## src/rtl/multicycle_ctrl_if.sv

```systemverilog
`default_nettype none
// ============================================================================
// Module   : multicycle_ctrl_if
// Brief    : Control bundle between the multicycle controller and its datapath.
// Revision : 1.0
// ============================================================================
interface multicycle_ctrl_if;
    logic [5:0] op;
    logic [5:0] funct;
    logic       zero;

    logic       iord;
    logic       alusrca;
    logic       regdst;
    logic       memtoreg;
    logic [1:0] alusrcb;
    logic [1:0] pcsrc;
    logic [1:0] aluop;
    logic       memwrite;
    logic       irwrite;
    logic       regwrite;
    logic       pcwrite;
    logic       branch;
    logic       pcen;
    logic [2:0] alucontrol;
    logic [3:0] state;

    modport master (
        input  op, funct, zero,
        output iord, alusrca, regdst, memtoreg, alusrcb, pcsrc, aluop,
               memwrite, irwrite, regwrite, pcwrite, branch, pcen,
               alucontrol, state
    );

    modport slave (
        output op, funct, zero,
        input  iord, alusrca, regdst, memtoreg, alusrcb, pcsrc, aluop,
               memwrite, irwrite, regwrite, pcwrite, branch, pcen,
               alucontrol, state
    );
endinterface
`default_nettype wire

```

## src/rtl/multicycle_ctrl.sv

```systemverilog
`default_nettype none
// ============================================================================
// Module   : multicycle_ctrl
// Brief    : Moore-style main controller plus ALU decoder for a multicycle MIPS.
// Revision : 1.0
// ============================================================================
module multicycle_ctrl (
    input  wire logic           clk,
    input  wire logic           reset,
    multicycle_ctrl_if.master   bus
);
    typedef enum logic [3:0] {
        FETCH   = 4'd0,
        DECODE  = 4'd1,
        MEMADR  = 4'd2,
        MEMRD   = 4'd3,
        MEMWB   = 4'd4,
        MEMWR   = 4'd5,
        EXECUTE = 4'd6,
        ALUWB   = 4'd7,
        BRANCH  = 4'd8,
        ADDIEX  = 4'd9,
        ADDIWB  = 4'd10,
        JUMP    = 4'd11
    } state_t;

    typedef struct packed {
        logic       iord;
        logic       alusrca;
        logic       regdst;
        logic       memtoreg;
        logic [1:0] alusrcb;
        logic [1:0] pcsrc;
        logic [1:0] aluop;
        logic       memwrite;
        logic       irwrite;
        logic       regwrite;
        logic       pcwrite;
        logic       branch;
    } ctrl_t;

    localparam logic [5:0] c_OP_LW    = 6'b100011;
    localparam logic [5:0] c_OP_SW    = 6'b101011;
    localparam logic [5:0] c_OP_RTYPE = 6'b000000;
    localparam logic [5:0] c_OP_BEQ   = 6'b000100;
    localparam logic [5:0] c_OP_ADDI  = 6'b001000;
    localparam logic [5:0] c_OP_J     = 6'b000010;

    function automatic state_t next_state(input state_t s, input logic [5:0] op);
        state_t n;
        n = FETCH;
        case (s)
            FETCH:   n = DECODE;
            DECODE: begin
                case (op)
                    c_OP_LW, c_OP_SW: n = MEMADR;
                    c_OP_RTYPE:       n = EXECUTE;
                    c_OP_BEQ:         n = BRANCH;
                    c_OP_ADDI:        n = ADDIEX;
                    c_OP_J:           n = JUMP;
                    default:          n = FETCH;
                endcase
            end
            // Only sw writes memory; any other opcode here takes the harmless read path.
            MEMADR:  n = (op == c_OP_SW) ? MEMWR : MEMRD;
            MEMRD:   n = MEMWB;
            EXECUTE: n = ALUWB;
            ADDIEX:  n = ADDIWB;
            default: n = FETCH;
        endcase
        return n;
    endfunction

    function automatic ctrl_t state_outputs(input state_t s);
        ctrl_t c;
        c = '0;
        case (s)
            FETCH: begin
                c.alusrcb = 2'b01;
                c.irwrite = 1'b1;
                c.pcwrite = 1'b1;
            end
            DECODE:  c.alusrcb = 2'b11;
            MEMADR: begin
                c.alusrca = 1'b1;
                c.alusrcb = 2'b10;
            end
            MEMRD:   c.iord = 1'b1;
            MEMWB: begin
                c.memtoreg = 1'b1;
                c.regwrite = 1'b1;
            end
            MEMWR: begin
                c.iord     = 1'b1;
                c.memwrite = 1'b1;
            end
            EXECUTE: begin
                c.alusrca = 1'b1;
                c.aluop   = 2'b10;
            end
            ALUWB: begin
                c.regdst   = 1'b1;
                c.regwrite = 1'b1;
            end
            BRANCH: begin
                c.alusrca = 1'b1;
                c.aluop   = 2'b01;
                c.pcsrc   = 2'b01;
                c.branch  = 1'b1;
            end
            ADDIEX: begin
                c.alusrca = 1'b1;
                c.alusrcb = 2'b10;
            end
            ADDIWB:  c.regwrite = 1'b1;
            JUMP: begin
                c.pcsrc   = 2'b10;
                c.pcwrite = 1'b1;
            end
            default: c = '0;
        endcase
        return c;
    endfunction

    state_t r_state;
    ctrl_t  r_ctrl;
    state_t w_next;

    assign w_next = next_state(r_state, bus.op);

    // Outputs are registered alongside the state so they match it with no decode delay.
    always_ff @(posedge clk) begin
        if (reset) begin
            r_state <= FETCH;
            r_ctrl  <= state_outputs(FETCH);
        end else begin
            r_state <= w_next;
            r_ctrl  <= state_outputs(w_next);
        end
    end

    assign bus.state    = r_state;
    assign bus.iord     = r_ctrl.iord;
    assign bus.alusrca  = r_ctrl.alusrca;
    assign bus.regdst   = r_ctrl.regdst;
    assign bus.memtoreg = r_ctrl.memtoreg;
    assign bus.alusrcb  = r_ctrl.alusrcb;
    assign bus.pcsrc    = r_ctrl.pcsrc;
    assign bus.aluop    = r_ctrl.aluop;

    // Write enables are gated by reset directly so an in-flight write dies in the reset cycle.
    assign bus.memwrite = r_ctrl.memwrite & ~reset;
    assign bus.irwrite  = r_ctrl.irwrite  & ~reset;
    assign bus.regwrite = r_ctrl.regwrite & ~reset;
    assign bus.pcwrite  = r_ctrl.pcwrite  & ~reset;
    assign bus.branch   = r_ctrl.branch   & ~reset;
    assign bus.pcen     = (r_ctrl.pcwrite | (r_ctrl.branch & bus.zero)) & ~reset;

    always_comb begin
        bus.alucontrol = 3'b010;
        case (r_ctrl.aluop)
            2'b01:   bus.alucontrol = 3'b110;
            2'b10: begin
                case (bus.funct)
                    6'b100000: bus.alucontrol = 3'b010;
                    6'b100010: bus.alucontrol = 3'b110;
                    6'b100100: bus.alucontrol = 3'b000;
                    6'b100101: bus.alucontrol = 3'b001;
                    6'b101010: bus.alucontrol = 3'b111;
                    default:   bus.alucontrol = 3'b010;
                endcase
            end
            default: bus.alucontrol = 3'b010;
        endcase
    end
endmodule
`default_nettype wire

```

## src/flat_wrapper.sv

```systemverilog
// flat-port wrapper written by rule: the top's interface ports become plain ports
module multicycle_ctrl_flat 
  (clk, reset, bus_op, bus_funct, bus_zero, bus_iord, bus_alusrca, bus_regdst, bus_memtoreg, bus_alusrcb, bus_pcsrc, bus_aluop, bus_memwrite, bus_irwrite, bus_regwrite, bus_pcwrite, bus_branch, bus_pcen, bus_alucontrol, bus_state);
  multicycle_ctrl_if bus_i ();
  input  wire logic clk;
  input  wire logic reset;
  input wire logic [$bits(bus_i.op)-1:0] bus_op;
  input wire logic [$bits(bus_i.funct)-1:0] bus_funct;
  input wire logic [$bits(bus_i.zero)-1:0] bus_zero;
  output wire logic [$bits(bus_i.iord)-1:0] bus_iord;
  output wire logic [$bits(bus_i.alusrca)-1:0] bus_alusrca;
  output wire logic [$bits(bus_i.regdst)-1:0] bus_regdst;
  output wire logic [$bits(bus_i.memtoreg)-1:0] bus_memtoreg;
  output wire logic [$bits(bus_i.alusrcb)-1:0] bus_alusrcb;
  output wire logic [$bits(bus_i.pcsrc)-1:0] bus_pcsrc;
  output wire logic [$bits(bus_i.aluop)-1:0] bus_aluop;
  output wire logic [$bits(bus_i.memwrite)-1:0] bus_memwrite;
  output wire logic [$bits(bus_i.irwrite)-1:0] bus_irwrite;
  output wire logic [$bits(bus_i.regwrite)-1:0] bus_regwrite;
  output wire logic [$bits(bus_i.pcwrite)-1:0] bus_pcwrite;
  output wire logic [$bits(bus_i.branch)-1:0] bus_branch;
  output wire logic [$bits(bus_i.pcen)-1:0] bus_pcen;
  output wire logic [$bits(bus_i.alucontrol)-1:0] bus_alucontrol;
  output wire logic [$bits(bus_i.state)-1:0] bus_state;
  assign bus_i.op = bus_op;
  assign bus_i.funct = bus_funct;
  assign bus_i.zero = bus_zero;
  assign bus_iord = bus_i.iord;
  assign bus_alusrca = bus_i.alusrca;
  assign bus_regdst = bus_i.regdst;
  assign bus_memtoreg = bus_i.memtoreg;
  assign bus_alusrcb = bus_i.alusrcb;
  assign bus_pcsrc = bus_i.pcsrc;
  assign bus_aluop = bus_i.aluop;
  assign bus_memwrite = bus_i.memwrite;
  assign bus_irwrite = bus_i.irwrite;
  assign bus_regwrite = bus_i.regwrite;
  assign bus_pcwrite = bus_i.pcwrite;
  assign bus_branch = bus_i.branch;
  assign bus_pcen = bus_i.pcen;
  assign bus_alucontrol = bus_i.alucontrol;
  assign bus_state = bus_i.state;
  multicycle_ctrl u_core (.clk(clk), .reset(reset), .bus(bus_i));
endmodule
```

## config.mk

```make
export PLATFORM = sky130hd
export DESIGN_NAME = multicycle_ctrl_flat
export DESIGN_NICKNAME = d
export VERILOG_FILES = /design/src/rtl/multicycle_ctrl_if.sv /design/src/rtl/multicycle_ctrl.sv /design/src/flat_wrapper.sv
export SDC_FILE = /design/constraint.sdc
export NUM_CORES = 1
export LEC_CHECK = 0
export ABC_CLOCK_PERIOD_IN_PS = 4400
export CAP_MARGIN = 10
export CORE_MARGIN = 2
export CORE_UTILIZATION = 45
export DETAILED_ROUTE_END_ITERATION = 16
export PLACE_DENSITY = 0.8
export SETUP_SLACK_MARGIN = 0.5
export SKIP_CTS_REPAIR_TIMING = 1
export SLEW_MARGIN = 20
export SYNTH_ARGS = -nofsm -noshare
export SYNTH_HDL_FRONTEND = slang
export SYNTH_SLANG_ARGS = --single-unit
```

## constraint.sdc

```tcl
create_clock -name clk -period 4.4 [get_ports clk]
set_clock_uncertainty 0.1 [all_clocks]
set_input_delay 0.44 -clock clk [delete_from_list [all_inputs] [get_ports clk]]
set_output_delay 0.44 -clock clk [all_outputs]
set_load 0.02 [all_outputs]
```

* After elaboration in Yosys (flattened, before gate mapping) *
Index checks and enable logic that the tools add are counted.

word-level totals
  register bits = 19
  output and inout bits = 23

operators by class
  eq/ne operators = 27
  reductions and logical operators = 9
  muxes and demuxes = 17
  bitwise operators = 9

operator list
  cell                                           number
  == test 6 bit, second input constant           6
  case mux 4 bit (6 select lines)                1
  == test 4 x 3 -> 1 bit, second input constant  5
  == test 4 bit, second input constant           5
  case mux 4 bit (5 select lines)                1
  == test 4 x 2 -> 1 bit, second input constant  4
  case mux 3 bit (4 select lines)                1
  2-to-1 mux 1 bit                               9
  == test 4 x 1 -> 1 bit, second input constant  2
  logical NOT 4 bit                              2
  case mux 2 bit (2 select lines)                2
  OR reduction 2 bit                             4
  bitwise AND 1 bit                              7
  == test 6 x 2 -> 1 bit, second input constant  1
  == test 6 x 3 -> 1 bit, second input constant  1
  == test 6 x 4 -> 1 bit, second input constant  1
  logical NOT 6 bit                              1
  case mux 2 bit (3 select lines)                1
  case mux 3 bit (2 select lines)                1
  OR reduction 4 bit                             1
  2-to-1 mux 3 bit                               1
  OR reduction 3 bit                             1
  == test 2 x 1 -> 1 bit, second input constant  1
  == test 2 bit, second input constant           1
  other kinds (2)                                2

* Logic depth before layout (Yosys ltp) *
Gate-level depths: netlist of run 1.

  depth after elaboration = 7
  depth in mapped cells = 6
  gate-level depth less buffers = 5

* Least setup slack after synthesis of run 1 *
Ideal clock, no wire load.

  path type = input -> output
  start point = in bus_funct[1]
  end point = out bus_alucontrol[0]
  arrival time = 1494 ps
  path buffers = 0
  stages on the path = 3
  required time = 3860 ps
  path slack = 2366 ps
  cells stage by stage = nor3b_1 > a22oi_1 > nor4bb_1

on the way
  cells in the longest elaborated chain, start to end = 3
  elaborated cells on any way between the ends = 6

ends and longest elaborated chain
  what                                 RTL line                source
  start: declaration                   flat_wrapper.sv:8       input wire logic [$bits(bus_i.funct)-1:0] bus_funct;
  == test 6 bit                        multicycle_ctrl.sv:164  case (bus.funct)
  case mux 3 bit (4 select lines) (*)  multicycle_ctrl.sv:164
  case mux 3 bit (2 select lines) (*)  multicycle_ctrl.sv:161  case (r_ctrl.aluop)
  end: declaration                     flat_wrapper.sv:23      output wire logic [$bits(bus_i.alucontrol)-1:0] bus_alucontrol;

Every way passes the cells marked *; elsewhere a longest branch is shown, timed or not.

* Worst setup path in the final report of run 1 *
Same ends and word-level chain as after synthesis.

==> results.yml, run 1 <==
drt:
  viasPerCell: 5.72
  antenna_left: 0
  drtIter0Drc: 27
  wl_um: 2040
  first_pass_iters: 4
  vias: 898
  wire_per_inst_um: 13.0
  drc: 0
logic_synthesis:
  yosys_warnings: 0
  synth-seq-cells: 17
  synth_fp_nets: 115
  synth_area_leaders: "dfxtp_1 (37%), buf_4 (4.9%), nor2b_1 (4.1%)"
  async_flop_share_pct: 0
  postSynthAreaPerCell_um2: 9.40
  synthCells: 98
  ys_seq_area_share_pct: 37.0
  yosysTopAreaCell: "dfxtp_1"
  synth_top_area_share_pct: 37.0
  synth_area_um2: 921
  synth_edf_count: 0
  synth_flop_cell: "dfxtp_1"
  synth_cell_types: 42
global_route:
  grt_pass1_vias: 786
  gr-total-overflow: 0
  grt_usage_pct: 17.1
  grt_max_degree: 20
  antenna_found_initial: 0
  grt_first_pass_wirelength_um: 3250
timing:
  fmax_ghz: 0.350
  setup_ws_ns: 1.55
  max_slew_margin_pct: 52.9
  setup_tns_ns: 0
  hold_viol_final: 0
  maxSlewViolCount: 0
  tightest_slew_ns: 0.704
  finalSetupViolCount: 0
  min_period_ns: 2.85
  rsz0062_at_grt: "false"
  post-route-period-util_pct: 64.9
pwr:
  ir_drop_v: 0.000222
  power.internal_uw: 225
  clockPowerShare_pct: 25.6
  p_sw_share_pct: 25.3
  switchingPower_uw: 76.1
  p_leak_uw: 0.000462
  comb_power_share_pct: 20.5
  cellPowerDensity_nw_per_um2: 233
  seqPwrFrac_pct: 53.9
floorplanning:
  die_area_um2: 2420
  core_area_um2: 1940
  rows: 16
  die_w_um: 49.2
  die_y_um: 49.2
  num_io_pins: 38
  start_util_pct: 47.4
final_layout:
  area_growth_pct: 40.5
  drive_gt1_share_pct: 10.0
  utilization_pct: 66.6
  nets: 148
  fillers: 168
  multi_input_area_um2: 508
  register_area_um2: 340
  n_antenna_cell: 0
  design_area_um2: 1290
clocking:
  clkSlewWorstSetupHoldPaths_ns: 0.09
  cts.sinks: 17
  cts_buffer_depth: 2
  clockRootBuffer: "clkbuf_4"
  clk_latency_ns: 0.28
  cts_tree: "built"
  numCtsBuffers: 3
  htreeDepth: 1
placement:
  gp_congestion: 0.844
  numPortBuffers: 37
  place_area_um2: 1270
  preCtsSetupSlack_ns: 1.53
  dp_hpwl_um: 1620
outcome:
  status: "completed"
setup_path:
  path_class: "input port to primary output"
  path_delay_family: "buffers and inverters"
  worst_path_max_delay_cell: "clkdlybuf4s50_1"
  cp.buffers_inverters: 2
  required_ns: 3.86
  slowest_delay_ns: 0.66
  worstPathCellList: "clkdlybuf4s50_1 > nor3b_1 > a22oi_1 > nor4bb_1 > clkdlybuf4s50_1"
  cp.arrival_ns: 2.31
  cpMostUsedCell: "clkdlybuf4s50_1"
  crit_fanout: 2
  endpoint_kind: "primary output"
  cp-start-kind: "input port"
flow_run:
  drv_cap: 0
worst_hold_path:
  hp-class: "flip-flop to flip-flop"
-- kinds of logic after synthesis --
family	Yosys count	share of synthesized area [%]
adder cells (fa/ha/maj)	2	2.72
flip-flops	17	37.0
AND/OR/NAND/NOR	41	30.0
XOR/XNOR	1	0.951
buffers and inverters	13	7.88
AO/OA/AOI/OAI	24	21.5
-- final timing paths --
check / slack [ns] / from / cells past startpoint / endpoint
worst max-delay path: 1.55 / bus_funct[1] / 5 / bus_alucontrol[0]
worst min-delay path: 0.68 / u_core.bus.state[3] / 3 / u_core.bus.alusrcb[1]
worst max register to register: 2.42 / u_core.bus.state[0] / 5 / u_core.r_ctrl[2]
worst min register to register: 0.68 / u_core.bus.state[3] / 3 / u_core.bus.alusrcb[1]
-- worst register-to-register path: stages (launching register included) --
cell and delay [ns]:
dfxtp_1 0.56, nor3b_1 0.38, o311ai_1 0.22, o31a_2 0.22, nor4_2 0.31, a211o_1 0.13
-- power by group through the flow --
| stage | clock network (uW) | registers [uW] | logic [uW] |
|---|---|---|---|
| finish | 77.2 | 162 | 61.7 |
| global route | 88.7 | 163 | 65.7 |
| CTS | 80.5 | 162 | 61.7 |
| detailed placement | 0 | 166 | 61.6 |
| global placement | 0 | 166 | 59.9 |
| floorplan | 0 | 166 | 33.8 |
-- cell type report --
class                      instances  area share (%)
tap                               27            2.61
sequential                        17            26.3
timing repair buffer              37            28.6
inverter                           4            1.16
multi-input combinational         68            39.3
clock buffer                       4            2.03
-- metal layers --
layer / vias to the layer above / wire (um) / part of all wire (%) / track usage (%)
met1: 424 / 822 / 40 / 18.5
met2: 47 / 1030 / 50 / 29.7
met5: - / 0 / 0 / 0
met4: 0 / 11 / 0.54 / 6.19
met3: 2 / 178 / 8.7 / 6.75
li1: 425 / - / - / -
-- synthesized netlist by cell type, types with 2 or more instances --
library cell	count
dfxtp_1	17
nor2_1	7
buf_4	6
nor2b_1	6
a31oi_1	5
nor3_1	5
inv_1	4
a21oi_1	3
nand2b_1	3
nor3b_1	3
nor4_1	3
clkbuf_1	2
ha_1	2
nand2_1	2
nand4_1	2
o21bai_1	2
-- flip-flops by register name, indices dropped and copies added (netlist names) --
register             count
u_core.bus.regdst        1
u_core.bus.iord          1
u_core.bus.alusrca       1
u_core.bus.memtoreg      1
u_core.bus.aluop         1
u_core.bus.pcsrc         1
u_core.bus.alusrcb       2
u_core.bus.state         4
u_core.r_ctrl            5
-- placed cells by master (no fill, tap or decap), types with 4 or more instances in the layout --
master            n
clkdlybuf4s50_1  37
dfxtp_1          17
nor2_1            7
nor2b_1           6
a31oi_1           5
nor3_1            5
inv_1             4
-- per-stage QoR --
step,hold WS [ns],power [uW],cells
6_report,0.679,301,157
4_1_cts,0.663,304,157
3_5_place_dp,0.641,227,153
2_1_floorplan,0.541,200,98
3_3_place_gp,0.638,226,153
5_1_grt,0.737,317,157
Note: power is estimated with default switching activity, not from simulation.
==> run 2, diff against run 1 <==
--- a/config.mk
+++ b/config.mk
@@ -5,12 +5,12 @@
 export SDC_FILE = /design/constraint.sdc
 export NUM_CORES = 1
 export LEC_CHECK = 0
-export ABC_CLOCK_PERIOD_IN_PS = 4400
+export ABC_CLOCK_PERIOD_IN_PS = 2500
 export CAP_MARGIN = 10
 export CORE_MARGIN = 2
-export CORE_UTILIZATION = 45
+export CORE_UTILIZATION = 38
 export DETAILED_ROUTE_END_ITERATION = 16
-export PLACE_DENSITY = 0.8
+export PLACE_DENSITY = 0.72
 export SETUP_SLACK_MARGIN = 0.5
 export SKIP_CTS_REPAIR_TIMING = 1
 export SLEW_MARGIN = 20
==> constraint.sdc (replaced) <==
create_clock -name clk -period 2.5 [get_ports clk]
set_clock_uncertainty 0.1 [all_clocks]
set_input_delay 0.25 -clock clk [delete_from_list [all_inputs] [get_ports clk]]
set_output_delay 0.25 -clock clk [all_outputs]
set_load 0.02 [all_outputs]
==> run 2 against run 1 <==
Register-to-register slack got worse by 1.8 ns. Highest routed layer unchanged. Power increased by 86%. Sequential cell count unchanged. Global-route usage decreased by 0.38 points. Combinational power increased by 110%.
==> results.yml, run 2 (synthesis gave the netlist of run 1 again) <==
drt:
  viasPerCell: 5.40
  first_pass_iters: 4
  wire_per_inst_um: 13.8
  drtIter0Drc: 13
  drc: 0
  vias: 908
  wl_um: 2310
  antenna_left: 0
setup_path:
  reg2reg_to: "u_core.r_ctrl[1]"
  ff2ff_setup_slack_ns: 0.65
  path_class: "input port to primary output"
  worstPathCellList: "clkdlybuf4s50_1 > nor3b_1 > a21boi_0 > or3b_2 > dlymetal6s2s_1"
  reg2reg_depth: 5
  slowest_delay_ns: 0.49
  reg2reg_from: "u_core.bus.state[2]"
  cp.arrival_ns: 1.81
  worst_path_max_delay_cell: "clkdlybuf4s50_1"
  cp-start-kind: "input port"
  crit_fanout: 2
  endpoint_kind: "primary output"
  required_ns: 2.15
timing:
  max_slew_margin_pct: 66.7
  hold_viol_final: 0
  tightest_slew_ns: 0.500
  setup_ws_ns: 0.342
  min_period_ns: 2.16
  rsz0062_at_grt: "true"
  post-route-period-util_pct: 86.3
  fmax_ghz: 0.463
  maxSlewViolCount: 0
  finalSetupViolCount: 0
pwr:
  p_sw_share_pct: 27.3
  power.internal_uw: 408
  cellPowerDensity_nw_per_um2: 395
  clockPowerShare_pct: 26.4
  p_leak_uw: 0.000606
  ir_drop_v: 0.000393
  switchingPower_uw: 153
  seqPwrFrac_pct: 50.3
  comb_power_share_pct: 23.2
worst_hold_path:
  hold_start: "reset"
  holdPathEnd: "u_core.bus.state[0]"
  min_path_cells: 2
  hp-class: "input port to flip-flop"
global_route:
  grt_pass1_vias: 810
  grt_first_pass_wirelength_um: 3440
  gr-total-overflow: 0
  grt_usage_pct: 16.7
  grt_max_degree: 13
  antenna_found_initial: 0
floorplanning:
  num_io_pins: 38
  rows: 17
  die_y_um: 53.2
  die_w_um: 53.2
  core_area_um2: 2250
  die_area_um2: 2830
  start_util_pct: 40.8
final_layout:
  largest_reg_flops: 5
  nets: 158
  utilization_pct: 63.0
  drive_gt1_share_pct: 20.7
  fillers: 196
  n_antenna_cell: 0
  layout_common_cells: "clkdlybuf4s50_1 (28), dfxtp_1 (17), buf_4 (9), dlymetal6s2s_1 (8), nor2_1 (7)"
  regMostFlops: "u_core.r_ctrl"
  area_growth_pct: 54.2
  layout_commonest_cell: "clkdlybuf4s50_1"
clocking:
  cts_tree: "built"
  cts_buffer_depth: 2
  cts.sinks: 17
  htreeDepth: 1
  numCtsBuffers: 3
  clk_latency_ns: 0.30
  clockRootBuffer: "clkbuf_4"
  clkSlewWorstSetupHoldPaths_ns: 0.09
placement:
  preCtsSetupSlack_ns: 0.0302
  gp_congestion: 0.734
  numPortBuffers: 37
  dp_hpwl_um: 1680
flow_run:
  drv_cap: 0
outcome:
  status: "completed"
-- run 2: cell types whose count changed in the layout (fill, tap and decap cells not counted), sizes merged --
cell           change
buf               +10
clkdlybuf4s50      -9
dlymetal6s2s       +8
nand2              +1
-- run 2: power by group through the flow --
stage | clock [uW] | combinational (uW) | sequential, uW
after floorplan | 0 | 59.4 | 292
after global placement | 0 | 115 | 288
after detailed placement | 0 | 117 | 288
after CTS | 150 | 118 | 282
after global routing | 167 | 139 | 283
final | 148 | 130 | 282
-- run 2: critical path, delay by kind of cell --
kind	cells	cell delay, ns
compound gates	1	0.14
simple gates	2	0.71
buf+inv	2	0.71
-- run 2: layout make-up --
cell class / instances / area, um^2 / share of cell area (%)
clock buffers: 4 / 26.3 / 1.85
inverters: 4 / 15.0 / 1.06
multi-input cells: 69 / 551 / 38.8
flip-flops and latches: 17 / 340 / 24.0
well taps: 28 / 35.0 / 2.47
repair buffers: 46 / 453 / 31.9
-- run 2: through the flow --
| step | hold WS (ns) | cell area, um^2 | instances | TNS [ns] | power (uW) |
|---|---|---|---|---|---|
| 3_5_place_dp | 0.580 | 1310 | 159 | 0 | 405 |
| 2_1_floorplan | 0.351 | 921 | 98 | 0 | 351 |
| 6_report | 0.259 | 1420 | 168 | 0 | 561 |
| 5_1_grt | 0.274 | 1420 | 168 | 0 | 589 |
| 3_3_place_gp | 0.573 | 1310 | 159 | 0 | 403 |
| 4_1_cts | 0.584 | 1330 | 163 | -0.00423 | 550 |
-- run 2: per-layer routing --
layer  vias up  global-route usage (%)  wire length (um)
met2        22                    28.2              1200
li1        451                       -                 -
met1       433                    19.9               970
met3         2                    6.50               134
met4         0                    3.42                14
met5         -                       0                 0
-- run 2: worst max path at each step --
stage | start | end | slack, ns
CTS | u_core.r_ctrl[0] | bus_alucontrol[1] | -0.004
global route | u_core.r_ctrl[0] | bus_alucontrol[1] | 0.23
global placement | bus_op[0] | u_core.r_ctrl[2] | 0.12
finish | bus_funct[2] | bus_alucontrol[1] | 0.34
floorplan | u_core.bus.state[0] | u_core.r_ctrl[1] | 0.65
detailed placement | bus_funct[2] | bus_alucontrol[1] | 0.03
